==> src/rtl/clock_phase_generator.sv <==
// Four-phase W/X/Y/Z clock sequencer with startup wait, bit-time counter and
// word-aligned halt. Every output is a flop so clock_drivers sees clean levels.
module clock_phase_generator #(
  parameter int DIV       = 4,
  parameter int STARTUP   = 16,
  parameter int BIT_TIMES = 14
) (
  input  logic       CLK,
  input  logic       RSTN,
  input  logic       HALT,
  output logic       CGPP,
  output logic       CGPPN,
  output logic       CGQP,
  output logic       CGQPN,
  output logic       CGRP,
  output logic       CGRPN,
  output logic       BOP,
  output logic [3:0] BT,
  output logic       BT_LAST,
  output logic [1:0] PHASE
);
  localparam int DW = (DIV > 1) ? $clog2(DIV) : 1;
  localparam int SW = $clog2(STARTUP + 1);
  localparam logic [1:0] PH_W = 2'd0, PH_Z = 2'd3;
  localparam logic [3:0] BT_MAX = 4'(BIT_TIMES - 1);

  typedef enum logic [1:0] {S_START, S_RUN, S_STOP} state_t;

  state_t          r_state, w_state_n;
  logic [SW-1:0]   r_scnt, w_scnt_n;
  logic [DW-1:0]   r_div, w_div_n;
  logic [1:0]      r_phase, w_phase_n;
  logic [3:0]      r_bt, w_bt_n;
  logic            r_bop, w_bop_n, r_btl;
  logic            r_p, r_q, r_r, r_pn, r_qn, r_rn;
  logic [2:0]      w_pqr_n;

  // {P,Q,R} per phase: W=100 X=000 Y=101 Z=011
  function automatic logic [2:0] pqr_of(input logic [1:0] ph);
    case (ph)
      2'd0:    pqr_of = 3'b100;
      2'd1:    pqr_of = 3'b000;
      2'd2:    pqr_of = 3'b101;
      default: pqr_of = 3'b011;
    endcase
  endfunction

  always_comb begin
    w_state_n = r_state;
    w_scnt_n  = r_scnt;
    w_div_n   = r_div;
    w_phase_n = r_phase;
    w_bt_n    = r_bt;
    w_bop_n   = r_bop;
    case (r_state)
      S_START: begin
        if (r_scnt == SW'(STARTUP - 1)) begin
          w_state_n = S_RUN;
          w_phase_n = PH_W;
          w_bt_n    = 4'd0;
          w_bop_n   = 1'b1;
          w_div_n   = '0;
        end else begin
          w_scnt_n = r_scnt + SW'(1);
        end
      end
      S_RUN: begin
        if (r_div == DW'(DIV - 1)) begin
          w_div_n = '0;
          if (r_phase == PH_Z) begin
            // HALT only matters on the very last cycle of a word
            if (r_bt == BT_MAX && HALT) begin
              w_state_n = S_STOP;
              w_bop_n   = 1'b0;
            end else begin
              w_phase_n = PH_W;
              w_bt_n    = (r_bt == BT_MAX) ? 4'd0 : r_bt + 4'd1;
            end
          end else begin
            w_phase_n = r_phase + 2'd1;
          end
        end else begin
          w_div_n = r_div + DW'(1);
        end
      end
      S_STOP: begin
        if (!HALT) begin
          w_state_n = S_RUN;
          w_phase_n = PH_W;
          w_bt_n    = 4'd0;
          w_bop_n   = 1'b1;
          w_div_n   = '0;
        end
      end
      default: w_state_n = S_START;
    endcase
  end

  assign w_pqr_n = pqr_of(w_phase_n);

  always_ff @(posedge CLK or negedge RSTN) begin
    if (!RSTN) begin
      r_state <= S_START;
      r_scnt  <= '0;
      r_div   <= '0;
      r_phase <= PH_Z;
      r_bt    <= BT_MAX;
      r_btl   <= 1'b1;
      r_bop   <= 1'b0;
      r_p     <= 1'b0;
      r_q     <= 1'b1;
      r_r     <= 1'b1;
      r_pn    <= 1'b1;
      r_qn    <= 1'b0;
      r_rn    <= 1'b0;
    end else begin
      r_state <= w_state_n;
      r_scnt  <= w_scnt_n;
      r_div   <= w_div_n;
      r_phase <= w_phase_n;
      r_bt    <= w_bt_n;
      r_btl   <= (w_bt_n == BT_MAX);
      r_bop   <= w_bop_n;
      r_p     <= w_pqr_n[2];
      r_q     <= w_pqr_n[1];
      r_r     <= w_pqr_n[0];
      r_pn    <= ~w_pqr_n[2];
      r_qn    <= ~w_pqr_n[1];
      r_rn    <= ~w_pqr_n[0];
    end
  end

  assign CGPP    = r_p;
  assign CGPPN   = r_pn;
  assign CGQP    = r_q;
  assign CGQPN   = r_qn;
  assign CGRP    = r_r;
  assign CGRPN   = r_rn;
  assign BOP     = r_bop;
  assign BT      = r_bt;
  assign BT_LAST = r_btl;
  assign PHASE   = r_phase;
endmodule

==> config.mk <==
export PLATFORM = sky130hd
export DESIGN_NAME = clock_phase_generator
export DESIGN_NICKNAME = d
export VERILOG_FILES = /design/src/rtl/clock_phase_generator.sv
export SDC_FILE = /design/constraint.sdc
export NUM_CORES = 1
export LEC_CHECK = 0
export BUFFER_PORTS_ARGS = -buffer_cell sky130_fd_sc_hd__buf_2
export CAP_MARGIN = 5
export CORE_ASPECT_RATIO = 0.7
export CORE_MARGIN = 2
export CORE_UTILIZATION = 50
export DETAILED_ROUTE_END_ITERATION = 16
export HOLD_SLACK_MARGIN = 0.15
export PLACE_DENSITY = 0.81
export SLEW_MARGIN = 20
export SYNTH_ARGS = -nofsm -noshare
export SYNTH_HDL_FRONTEND = slang
export SYNTH_SLANG_ARGS = --single-unit
==> constraint.sdc <==
create_clock -name CLK -period 2.3 [get_ports CLK]
set_clock_uncertainty 0.15 [all_clocks]
set_input_delay 0.575 -clock CLK [delete_from_list [all_inputs] [get_ports CLK]]
set_output_delay 0.575 -clock CLK [all_outputs]
set_load 0.005 [all_outputs]
---- Word-level counts from Yosys, hierarchy flattened ----
Index checks and enable logic that the tools add are counted.
storage, ports and cells
  register bits after elaboration ......... 23
  bits of input ports ..................... 3
  output and inout port bits .............. 14
  word-level logic and storage cells ...... 73
operators by class
  $add $sub $neg .......................... 4
  equal/unequal tests ..................... 14
  mux-type cells .......................... 30
  bitwise gates (word level) .............. 4
  reductions and logical operators ........ 8
operator list
  cell                   number
  $mux W2                13
  $mux W4                6
  $pmux W2 S3            3
  $pmux W4 S3            1
  $ne A2 B2 Y1 const B   5
  $pmux W3 S3            1
  $eq A2 B2 Y1 const B   4
  $eq A4 B4 Y1 const B   2
  $reduce_and A6 Y1      1
  $add A5 B1 Y5 const B  1
  $eq A5 B4 Y1 const B   1
  $mux W1                5
  $reduce_and A5 Y1      1
  $add A2 B1 Y2 const B  2
  $add A4 B1 Y4 const B  1
  $eq A2 B1 Y1 const B   2
  $logic_not A2 Y1       2
  $not A1 Y1             4
  $pmux W1 S3            1
  $reduce_and A3 Y1      1
  $reduce_bool A3 Y1     1
  $reduce_and A2 Y1      1
  $logic_and A1 B1 Y1    1

---- Longest topological paths before layout ----
Gate-level depths: netlist of the first run.
  word-level depth ........................ 9
  gate-level depth with buffers ........... 9
  gate-level depth less buffers ........... 9

---- Worst setup path after synthesis of the first run ----
No wires, ideal clock.
  path kind ............................... reg2reg
  start point ............................. register r_scnt[0]
  end point ............................... register r_btl, in the netlist BT_LAST
  library setup time ...................... 63 ps
  data arrival time ....................... 1801 ps
  required time ........................... 2087 ps
  path slack .............................. 285 ps
  cell stages (with the launch flop) ...... 9
  path buffers ............................ 1
  period minus slack after synthesis ...... 2015 ps
  cell sequence ........................... dfrtp_1 -> ha_1 -> and3_1 -> ha_1 -> or3_1 -> buf_2 -> nand2_1 -> a211o_1 -> and4b_1
between the ends
  cells in the longest elaborated chain, start to end .. 4
ends and longest elaborated chain
  element                 RTL line  source
  start, declared         30        logic [SW-1:0] r_scnt, w_scnt_n;
  start signal, assigned  118       r_scnt <= w_scnt_n;
  $eq A5 B4 Y1            57        if (r_scnt == SW'(STARTUP - 1)) begin
  $mux W4                 57
  $pmux W4 S3             55        case (r_state)
  named net w_bt_n[3]     33        logic [3:0] r_bt, w_bt_n;
  $eq A4 B4 Y1            122       r_btl <= (w_bt_n == BT_MAX);
  end signal, assigned    122
  end, declared           34        logic r_bop, w_bop_n, r_btl;
The timed path passes the listed nets, and every way through them passes these cells.
A chain may end at the register's enable or synchronous reset.

---- Worst setup path after layout of the first run ----
Same ends and word-level chain as after synthesis.

==> results of run 1 <==
==> metrics by stage <==
step | total power [mW] | cell area, sq um | utilization | setup slack (ns) | hold slack, ns
floorplan | 0.495 | 1080 | - | 0.285 | 0.129
global placement | 0.528 | 1190 | 0.565 | 0.240 | 0.312
detailed placement | 0.534 | 1190 | 0.565 | 0.184 | 0.331
CTS | 0.745 | 1230 | 0.587 | 0.149 | 0.352
global route | 0.774 | 1230 | 0.587 | 0.0381 | 0.371
finish | 0.738 | 1230 | 0.587 | 0.158 | 0.347
==> cells in the mapped netlist (2+ instances only) <==
master / n
o21ai_0: 5
a21oi_1: 2
nor3_1: 3
xnor2_1: 3
nand2_1: 14
a22o_2: 2
mux2i_1: 2
nand3_1: 2
ha_1: 6
dfstp_2: 8
nand4_1: 2
inv_2: 2
dfrtp_1: 14
nor2_1: 5
inv_1: 4
==> where the power goes <==
| group | internal, mW | leakage [nW] | switching [mW] |
|---|---|---|---|
| Sequential | 0.413 | 0.262 | 0.0213 |
| Clock | 0.0967 | 0.0210 | 0.113 |
| Combinational | 0.0438 | 0.296 | 0.0505 |
==> layout by cell type, fill, tap and decap left out, types with 2 or more instances in the layout <==
cell type,Yosys,routed
dfrtp_1,14,14
o21ai_0,5,5
dfstp_2,8,8
inv_2,2,2
nor2_1,5,5
inv_1,4,4
a21oi_1,2,2
buf_2,1,16
mux2i_1,2,2
clkbuf_4,0,3
nand3_1,2,2
nor3_1,3,3
a22o_2,2,2
nand2_1,14,14
xnor2_1,3,3
nand4_1,2,2
ha_1,6,6
==> worst register-to-register path, delay by kind of cell, from the launching register on <==
| kind | cells | cell delay, ns |
|---|---|---|
| flops | 1 | 0.42 |
| compound gates | 1 | 0.17 |
| simple gates | 4 | 0.93 |
| fa+ha+maj | 2 | 0.41 |
==> timing repair <==
action                    CTS  global route
buffers inserted            0             0
hold buffers                1             0
hold endpoints to repair   14             0
==> state kept, by name (all words and copies together), names as in the netlist <==
signal and count:
r_scnt 5, BT 4, PHASE 2, r_div 2, r_state 2, BOP 1
BT_LAST 1, CGPP 1, CGPPN 1, CGQP 1, CGQPN 1, CGRPN 1
==> layer usage <==
metal / vias to the layer above / track usage / part of all wire
li1: 379 / - / -
met5: - / 0 / 0
met4: 0 / 0.0578 / 0.016
met3: 6 / 0.0640 / 0.046
met2: 21 / 0.277 / 0.46
met1: 375 / 0.280 / 0.48
==> cell families (layout without fill, tap and decap cells) <==
kind of cell / Yosys count / count (layout) / share of synthesized area
simple gates: 34 / 34 / 0.171
flops: 22 / 22 / 0.518
compound gates: 19 / 19 / 0.146
buf+inv: 8 / 28 / 0.0324
fa+ha+maj: 6 / 6 / 0.0694
xor+xnor: 3 / 3 / 0.0243
mux: 3 / 3 / 0.0393
==> cell type report <==
cell class	instances	area (sq um)	area share
clock buffers	4	36.3	0.0294
flip-flops and latches	22	561	0.454
repair buffers	18	97.6	0.0791
inverters	6	22.5	0.0183
multi-input cells	65	487	0.395
well taps	24	30.0	0.0243
==> final timing paths <==
check                                      start                     to  slack, ns  cells past startpoint
max in group asynchronous                   RSTN     PHASE[1]$_DFF_PN1_       1.06                      2
min                        r_scnt[3]$_DFFE_PN0P_  r_scnt[3]$_DFFE_PN0P_       0.35                      1
max                        r_scnt[0]$_DFFE_PN0P_      BT_LAST$_DFF_PN1_       0.16                      7
min in group asynchronous                   RSTN  r_scnt[2]$_DFFE_PN0P_       0.59                      2
min reg2reg                r_scnt[3]$_DFFE_PN0P_  r_scnt[3]$_DFFE_PN0P_       0.35                      1
max reg2reg                r_scnt[0]$_DFFE_PN0P_      BT_LAST$_DFF_PN1_       0.16                      7
==> summary.txt, run 1 <==
register area share after synthesis - 0.518
worst skew pair latency - 0.30 ns
Pwr Density - 598 nW/um^2
GRT Util Overall - 0.194
Routed WL per cell - 15.3 um
antenna violations before repair - 0
share of the synthesized area in the top cell type - 0.324
routed wire length - 2130 um
DRT iter0 DRCs - 15
leakage - 0.578 nW
clk sinks - 22
Layout Cells excl Fill - 139
CP required - 2.41 ns
Clock transition at path regs - 0.11 ns
die width - 59.6 um
initial core utilization - 0.515
vias per cell - 5.62
fill cell count - 185
CP Launch Type - flop
largest net degree at the start of global routing - 23
Fin Setup TNS - 0 ns
fin nets - 125
layout cells sized above 1 - 0.357
post-synth top area cell - dfrtp_1
min Tclk post-route - 2.14 ns
crit end category - flop
vias in the first global route - 768
first-pass GRT wire length - 3680 um
core area - 2100 sq um
Row Count - 14
Diodes inserted - 0
ys async rst share - 1.00
Ports - 17
Final HPWL DP - 1570 um
Clock Tree Buf Depth - 2
H-tree Lvls - 1
DR vias - 781
critical path's largest stage delay - 0.42 ns
die height - 42.9 um
post-route ant nets - 0
Fin. Hold Viols - 0
max-cap check violation count - 0
#FFs+latches synth - 22
drt pass-1 iters - 4
fin. max-slew vios - 0
Max FO, Critical Path - 5
post_cts resized - 0
Avg Inst Size Synth - 11.4 sq um
top_reg_cell synth - dfrtp_1
Peak supply drop - 0.442 mV
critical path class - flop to flop
highest clock rate - 467 MHz
worst-path cell chain - ha_1, and3_1, ha_1, or3_1, nand2_1, a22o_2, and4b_1
Synth Net Count - 104
gpl congestion - 0.822
Hold Path Class - flop to flop
Top delay family on crit path - simple AND/OR/NAND/NOR gates
Buf/Inv on CP - 0
die area - 2560 sq um
Post-Place Cells - 134
CTS Root Cell - clkbuf_4
global route total overflow - 0
period utilization - 0.931
worst slew pin tran - 0.469 ns
I/O Buffers - 16
cts bufs inserted - 3
RSZ-0062 raised after global routing - false
worst-path cell with the longest stage delay - dfrtp_1
CTS tree - built
instance count of the mapped netlist - 95
drt drc - 0
Mapped Area - 1080 sq um
Warnings, synthesis - 0
Post-synth EDFFs - 0
crit-path most repeated cell - ha_1
CP arrival - 2.25 ns
Slew HR - 0.687
status - completed
final setup violation count - 0
area grow syn2layout - 14.0%
largest cells by area after synthesis - dfrtp_1 (32%), dfstp_2 (19%), ha_1 (6.9%)
Unique masters post-synth - 36
No activity file was read; power rests on OpenSTA's default activity.
==> run 2, diff against run 1 <==
- CELL_PAD_IN_SITES_DETAIL_PLACEMENT: unset -> 2
- CELL_PAD_IN_SITES_GLOBAL_PLACEMENT: unset -> 2
- CORE_UTILIZATION: 50 -> 35
- PLACE_DENSITY: 0.81 -> 0.84
==> run 2 against run 1 <==
Non-clock buffer count did not move. Sequential power about the same. Register-to-register slack got worse by 0.02 ns. Fmax decreased by 1.1%. Hold slack lost 0.0096 ns. Cell count grew 8.6%. Sequential share of layout area shrank 0.95 points.
==> summary.txt, run 2 (synthesized netlist as in run 1, its figures left out) <==
status - completed
GRT Util Overall - 0.171 (-0.0236)
worst-path cell with the longest stage delay - dfrtp_1
Row Count - 16 (+2)
Ports - 17 (unchanged)
fin nets - 125 (unchanged)
Peak supply drop - 0.354 mV (-20%)
drt drc - 0 (unchanged)
Slew HR - 0.683 (-0.00489)
Largest register FFs - 5 (unchanged)
H-tree Lvls - 1 (unchanged)
CP arrival - 2.23 ns (-0.02 ns)
worst skew pair latency - 0.27 ns (-0.03 ns)
design area - 1260 sq um (+2.1%)
routed wire length - 2570 um (+21%)
worst-path cell chain - ha_1, and3_1, ha_1, or3_1, nand2_2, a211o_1, and4b_1
largest net degree at the start of global routing - 23 (unchanged)
DP Area - 1200 sq um (+1.3%)
Post-Place Cells - 146 (+9.0%)
highest clock rate - 462 MHz (-1.1%)
max-cap check violation count - 0 (unchanged)
CP required - 2.36 ns (-0.05 ns)
post-route ant nets - 0 (unchanged)
crit end category - flop
dpl ws - 0.105 ns (-0.0789 ns)
Diodes inserted - 0 (unchanged)
Max FO, Critical Path - 5 (unchanged)
Buf/Inv on CP - 0 (unchanged)
cts bufs inserted - 3 (unchanged)
Final HPWL DP - 1990 um (+26%)
hold_ws - 0.337 ns (-0.00960 ns)
first-pass GRT wire length - 4620 um (+26%)
Layout Cells excl Fill - 151 (+8.6%)
period utilization - 0.941 (+0.00991)
DR vias - 812 (+4.0%)
RSZ-0062 raised after global routing - false
core area - 2860 sq um (+36%)
most frequent cells in the layout - buf_2 (16), dfrtp_1 (14), nand2_1 (13)
Fin. Hold Viols - 0 (unchanged)
Top delay family on crit path - simple AND/OR/NAND/NOR gates
die area - 3560 sq um (+39%)
leakage - 0.580 nW (+0.32%)
area grow syn2layout - 16.4%
PnR worst setup slack - 0.135 ns (-0.0228 ns)
I/O Buffers - 16 (unchanged)
fin. max-slew vios - 0 (unchanged)
global route total overflow - 0 (unchanged)
Tot Pwr - 781 uW (+5.8%)
Pwr Density - 620 nW/um^2 (+3.6%)
die height - 50.5 um (+18%)
DRT iter0 DRCs - 23 (+8)
CTS Root Cell - clkbuf_8
Hold Path Class - flop to flop
Fin Setup TNS - 0 ns (unchanged)
initial core utilization - 0.378 (-0.137)
critical path class - flop to flop
Top reg by flops - r_scnt
Routed WL per cell - 17.0 um (+11%)
final setup violation count - 0 (unchanged)
worst slew pin tran - 0.476 ns (+0.00733 ns)
CTS tree - built
Clock transition at path regs - 0.08 ns (-0.03 ns)
vias per cell - 5.38 (-4.3%)
die width - 70.5 um (+18%)
gpl congestion - 0.766 (-6.8%)
commonest non-fill, non-tap cell in the layout - buf_2
crit-path most repeated cell - ha_1
CP Launch Type - flop
layout cells sized above 1 - 0.357 (unchanged)
Util after Layout - 0.440 (-0.147)
vias in the first global route - 910 (+18%)
Clock Tree Buf Depth - 2 (unchanged)
min Tclk post-route - 2.16 ns (+0.0228 ns)
clk sinks - 22 (unchanged)
antenna violations before repair - 0 (unchanged)
critical path's largest stage delay - 0.42 ns (about the same)
drt pass-1 iters - 4 (unchanged)
run 2: power breakdown:
part	internal, mW	switching [mW]	leakage (nW)
Clock	0.124	0.125	0.0228
Combinational	0.0441	0.0538	0.296
Sequential	0.413	0.0214	0.262
Total	0.581	0.200	0.580
run 2: per-layer routing:
| layer | up-vias | GRT usage | share of wire |
|---|---|---|---|
| met5 | - | 0 | 0 |
| met4 | 0 | 0.0288 | 0.0062 |
| met3 | 2 | 0.0502 | 0.039 |
| met2 | 22 | 0.296 | 0.48 |
| met1 | 415 | 0.215 | 0.47 |
| li1 | 373 | - | - |
run 2: path summary, 6_finish.rpt:
check	start	to	slack, ns	cells past startpoint
max	r_scnt[0]$_DFFE_PN0P_	BT_LAST$_DFF_PN1_	0.14	7
min	r_scnt[3]$_DFFE_PN0P_	r_scnt[3]$_DFFE_PN0P_	0.34	1
min reg2reg	r_scnt[3]$_DFFE_PN0P_	r_scnt[3]$_DFFE_PN0P_	0.34	1
min in group asynchronous	RSTN	r_scnt[3]$_DFFE_PN0P_	0.64	2
max in group asynchronous	RSTN	CGPPN$_DFF_PN1_	0.99	2
max reg2reg	r_scnt[0]$_DFFE_PN0P_	BT_LAST$_DFF_PN1_	0.14	7
run 2: final cells by class:
cell class | count | area (sq um)
Multi-Input combinational cell | 65 | 489
Inverter | 6 | 22.5
Clock buffer | 4 | 45.0
Fill cell | 304 | 1600
Sequential cell | 22 | 561
Timing Repair Buffer | 18 | 97.6
Tap cell | 36 | 45.0
run 2: worst reg2reg max path: cells and delay by family, from the launching register on:
| kind | cells | cell delay [ns] |
|---|---|---|
| AOI/OAI and AO/OA | 1 | 0.16 |
| adders and majority gates | 2 | 0.43 |
| DFF | 1 | 0.42 |
| and+or+nand+nor | 4 | 0.95 |
run 2: what timing repair did:
action,CTS,global route
hold buffers,1,0
gates resized for setup,0,1
endpoints found under the setup margin,0,1
buffers inserted,0,0
hold endpoints to repair,14,0
